## config.mk

```make
export PLATFORM = sky130hd
export DESIGN_NAME = riscv_fetch
export DESIGN_NICKNAME = d
export VERILOG_FILES = /design/src/rtl/riscv_fetch.sv
export SDC_FILE = /design/constraint.sdc
export NUM_CORES = 1
export LEC_CHECK = 0
export CAP_MARGIN = 20
export CORE_AREA = 3 3 119 178
export DETAILED_ROUTE_END_ITERATION = 8
export DIE_AREA = 0 0 122 181
export PLACE_DENSITY = 0.63
export SYNTH_ARGS = -nofsm -noshare
export SYNTH_HDL_FRONTEND = slang
export SYNTH_SLANG_ARGS = --single-unit
```

## constraint.sdc

```tcl
create_clock -name clk -period 9.3 [get_ports clk]
set_input_delay 0.93 -clock clk [delete_from_list [all_inputs] [get_ports clk]]
set_output_delay 0.93 -clock clk [all_outputs]
set_load 0.1 [all_outputs]
```

## src/rtl/riscv_fetch.sv

```systemverilog
// Instruction fetch unit: one outstanding imem request feeding an in-order DEPTH-entry buffer.
// Define RISCV_FETCH_PERF_EN to add the fetch_count port (wrapping count of consumed instructions).
module riscv_fetch #(
  parameter logic [31:0] RESET_PC = 32'h0000_0000,
  parameter int          DEPTH    = 2
) (
  input  logic        clk,
  input  logic        reset,
  output logic        imem_req,
  output logic [31:0] imem_addr,
  input  logic        imem_gnt,
  input  logic        imem_rvalid,
  input  logic [31:0] imem_rdata,
  input  logic        redirect,
  input  logic [31:0] redirect_pc,
  output logic [31:0] PC,
  output logic [31:0] ins,
  output logic        ins_valid,
  input  logic        ins_ready
`ifdef RISCV_FETCH_PERF_EN
  ,
  output logic [31:0] fetch_count
`endif
);

  localparam int          PW   = $clog2(DEPTH);
  localparam logic [PW:0] FULL = (PW+1)'(DEPTH);
  localparam logic [31:0] NOP  = 32'h0000_0013;

  // Handshakes: imem_req/imem_addr hold until imem_gnt (a redirect may retarget the address);
  // each grant yields exactly one imem_rvalid beat, no earlier than the next cycle;
  // the head entry is consumed on a cycle where ins_valid && ins_ready.

  logic [31:0]   fetch_pc;
  logic [31:0]   req_addr;
  logic          outstanding;
  logic          discard;
  logic [31:0]   fifo_pc  [DEPTH];
  logic [31:0]   fifo_ins [DEPTH];
  logic [PW-1:0] head;
  logic [PW-1:0] tail;
  logic [PW:0]   count;

  logic granted;
  logic resp;
  logic push;
  logic pop;
  logic still_waiting;

  assign imem_req      = reset && !outstanding && (count < FULL);
  assign imem_addr     = fetch_pc;
  assign granted       = imem_req && imem_gnt;
  assign resp          = outstanding && imem_rvalid;
  assign push          = resp && !discard && !redirect;
  assign ins_valid     = reset && (count != '0);
  assign pop           = ins_valid && ins_ready && !redirect;
  assign still_waiting = outstanding && !imem_rvalid;

  assign PC  = ins_valid ? fifo_pc[head]  : 32'h0000_0000;
  assign ins = ins_valid ? fifo_ins[head] : NOP;

  always_ff @(posedge clk) begin
    if (!reset) begin
      fetch_pc    <= RESET_PC;
      req_addr    <= 32'h0000_0000;
      outstanding <= 1'b0;
      discard     <= 1'b0;
      head        <= '0;
      tail        <= '0;
      count       <= '0;
    end else if (redirect) begin
      // A response still in flight after this edge belongs to the old path and must be dropped.
      fetch_pc    <= redirect_pc & ~32'h0000_0003;
      outstanding <= granted || still_waiting;
      discard     <= granted || still_waiting;
      if (granted) begin
        req_addr <= fetch_pc;
      end
      head  <= '0;
      tail  <= '0;
      count <= '0;
    end else begin
      if (granted) begin
        outstanding <= 1'b1;
        req_addr    <= fetch_pc;
        fetch_pc    <= fetch_pc + 32'd4;
      end else if (resp) begin
        outstanding <= 1'b0;
        discard     <= 1'b0;
      end
      if (push) begin
        tail <= tail + 1'b1;
      end
      if (pop) begin
        head <= head + 1'b1;
      end
      case ({push, pop})
        2'b10:   count <= count + 1'b1;
        2'b01:   count <= count - 1'b1;
        default: count <= count;
      endcase
    end
  end

  always_ff @(posedge clk) begin
    if (push) begin
      fifo_pc[tail]  <= req_addr;
      fifo_ins[tail] <= imem_rdata;
    end
  end

`ifdef RISCV_FETCH_PERF_EN
  always_ff @(posedge clk) begin
    if (!reset) begin
      fetch_count <= 32'h0000_0000;
    end else if (pop) begin
      fetch_count <= fetch_count + 32'd1;
    end
  end
`endif

endmodule
```

==> key figures <==
Run status
  – Status: finished clean

Power and ir drop
  – Net Sw Frac: 25.4%
  – Clock network fraction of total power: 37.7%
  – Total Power: 1800 uW
  – Worst VDD drop: 0.117 mV
  – Pleak: 0.00330 uW
  – Pint: 1340 uW
  – Sw power: 456 uW
  – Comb pwr share: 10.2%
  – Pwr Density: 176 nW/um2
  – Seq pwr share: 52.2%

Worst setup path
  – Kind of critical path: in -> out
  – Crit path max-delay cell type: clkdlybuf4s50_1
  – Worst Path Max Fanout: 75
  – Startpoint types: input port
  – CP most frequent cell: buf_4
  – Crit path required time: 8.37 ns
  – Critical Path Max Stage Delay: 1.13 ns
  – Crit end category: output port
  – Worst Path Arrival: 3.47 ns
  – Cells along the critical path: buf_2 -> buf_4 -> o21ai_4 -> buf_4 -> inv_1 -> nand2_1 -> clkdlybuf4s50_1

Die
  – Core area: 19800 um2
  – Chip width: 122 um
  – IO Pins: 168
  – Die height: 181 um
  – Num rows: 63
  – Die Footprint: 22100 um2
  – Initial Util: 39.5%

Placement
  – Gp weighted congestion: 0.772
  – Buffers added on ports: 161
  – Pre-CTS WS: 4.87 ns
  – Placed insts: 1038
  – DP Wirelength: 11200 um

STA
  – Final setup violation count: 0
  – Worst Tran Pin Value: 1.10 ns
  – Layout Skew: 0.0114 ns
  – Fin. max-slew vios: 0
  – Relative slew margins: 26.8%
  – Fin crit share: 47.3%
  – Hold slack: 0.454 ns
  – FMAX: 227 MHz
  – Setup WS post-layout: 4.90 ns
  – RSZ-0062 raised after global routing: false
  – Min cycle time layout: 4.40 ns
  – Hold Vio Cnt, Final: 0
  – Setup TNS: 0 ns

Finish
  – Synthesis-to-layout area growth: 30.3%
  – Layout cells sized above 1: 6.05%
  – Diodes inserted: 0
  – Final #Nets: 869
  – Most frequent cells in the layout: 160 x clkdlybuf4s50_1, 124 x edfxtp_1, 81 x nand2_1, 69 x nor2_1, 66 x dfxtp_1
  – Finished Layout Cells: 1070
  – Commonest non-fill, non-tap cell in the layout: clkdlybuf4s50_1

Routing
  – Initial drt markers: 369
  – Vias/cell: 5.01
  – DR vias: 5358
  – Wirelength per Cell: 15.8 um
  – Post-route DRC violation count: 0
  – Routed WL: 16900 um
  – Post-DRT Antenna Nets: 0
  – Drt pass-1 iters: 4

Yosys
  – Synth unique cells: 50
  – Synthesized instance count: 652
  – Number of synthesized flops with an enable pin: 124
  – Async SR Flop Fraction: 0%
  – Register area share after synthesis: 64.7%
  – Avg Cell Area, Syn: 12.0 um2
  – Ys flop type: edfxtp_1
  – Number of synthesized register bits: 191
  – Synthesized area: 7830 um2
  – Yosys Warn Count: 0

Global route
  – Vias in the first global route: 5307
  – Initial antenna violation count: 0
  – Global-route wire length before repair: 27300 um
  – Total congestion overflow: 0
  – Total GRT Usage: 15.3%
  – Largest net degree at the start of global routing: 76

Hold path
  – Worst hold path type: reg -> reg

Clock tree
  – # hold bufs at CTS: 0
  – CTS resizes: 0
  – CTS root buf: clkbuf_16
  – CTS clock-pin slew for the worst setup and hold paths: 0.07 ns
  – CTS max path bufs: 2
  – TritonCTS clock tree: done
  – Sinks on Clock Net: 191
  – Post-CTS Setup Inserts: 0
  – CTS Buf Count: 17
  – Worst skew pair latency: 0.42 ns
  – H-tree depth: 4

Run
  – Total of max-cap violations: 0
## kinds of logic (layout without fill, tap and decap cells)
family,Yosys count,count (layout),synth area share [%]
simple gates,225,225,13.8
flops,191,191,64.7
compound gates,111,111,9.19
mux,62,62,7.93
buf+inv,49,204,2.80
xor+xnor,11,11,1.23
fa+ha+maj,2,2,0.320
other cells,1,4,0.0479
## metal layers
metal	share of wire, %	GRT usage (%)	vias up
met5	0	0	-
met4	1.5	5.47	0
met3	3.9	2.66	13
met2	51	26.2	148
met1	43	19.4	2545
li1	-	-	2652
## power groups by stage
stage | combinational (uW) | sequential, uW | clock, uW
finish | 183 | 937 | 677
global route | 193 | 940 | 734
CTS | 184 | 937 | 697
detailed placement | 183 | 955 | 0
global placement | 181 | 954 | 0
floorplan | 57.8 | 1020 | 0
## synthesized netlist by cell type (4+ instances only)
cell      number  area share, %
edfxtp_1     124             48
nand2_1       81            3.9
nor2_1        70            3.4
dfxtp_1       67             17
mux2i_1       62            7.9
o21ai_0       37            2.4
clkbuf_1      29            1.4
a21boi_1      17            1.6
a31oi_1       15            1.2
nand3_1       15           0.96
a21boi_0      14            1.3
or4_1         11            1.1
or3_1          9           0.72
and3_1         8           0.64
a21oi_1        7           0.45
buf_2          7           0.45
nand4_1        7           0.56
o31ai_1        7           0.67
xor2_1         6           0.67
buf_4          5           0.48
xnor2_1        5           0.56
and2_1         4           0.32
nor3_1         4           0.26
## registers in the layout, indices dropped and copies added (netlist names), named ones only
signal and cells:
imem_addr 30, fifo_ins 64, head 1, req_addr 30
outstanding 1, count 2, discard 1, tail 1
fifo_pc 60
## worst paths after layout
kind | slack (ns) | depth (start not counted) | endpoint | start
worst max-delay path | 4.90 | 7 | ins[4] | reset
worst min-delay path | 0.45 | 0 | fifo_pc[0][8]$_DFFE_PP_ | req_addr[8]$_SDFFE_PN0P_
worst max register to register | 6.88 | 5 | imem_addr[20]$_SDFFE_PN0P_ | count[1]$_SDFFE_PP0P_
worst min register to register | 0.45 | 0 | fifo_pc[0][8]$_DFFE_PP_ | req_addr[8]$_SDFFE_PN0P_
## layout make-up
class,instances,area (um2)
Inverter,4,15.0
Sequential cell,191,5070
Fill cell,1754,9590
Tap cell,260,325
Timing Repair Buffer,168,1660
Clock buffer,21,460
Multi-Input combinational cell,415,2570
Clock inverter,11,95.1
## stage by stage
step	utilization, %	instance area, um2
after floorplan	-	7840
after global placement	48.7	9640
after detailed placement	48.7	9640
after CTS	51.5	10200
after global routing	51.5	10200
final	51.5	10200
## worst max-delay path: cells and delay by family
| family | cells | cell delay, ns |
|---|---|---|
| buf+inv | 5 | 2.25 |
| compound gates | 1 | 0.12 |
| simple gates | 1 | 0.10 |
Power figures use the tool's default switching activity.
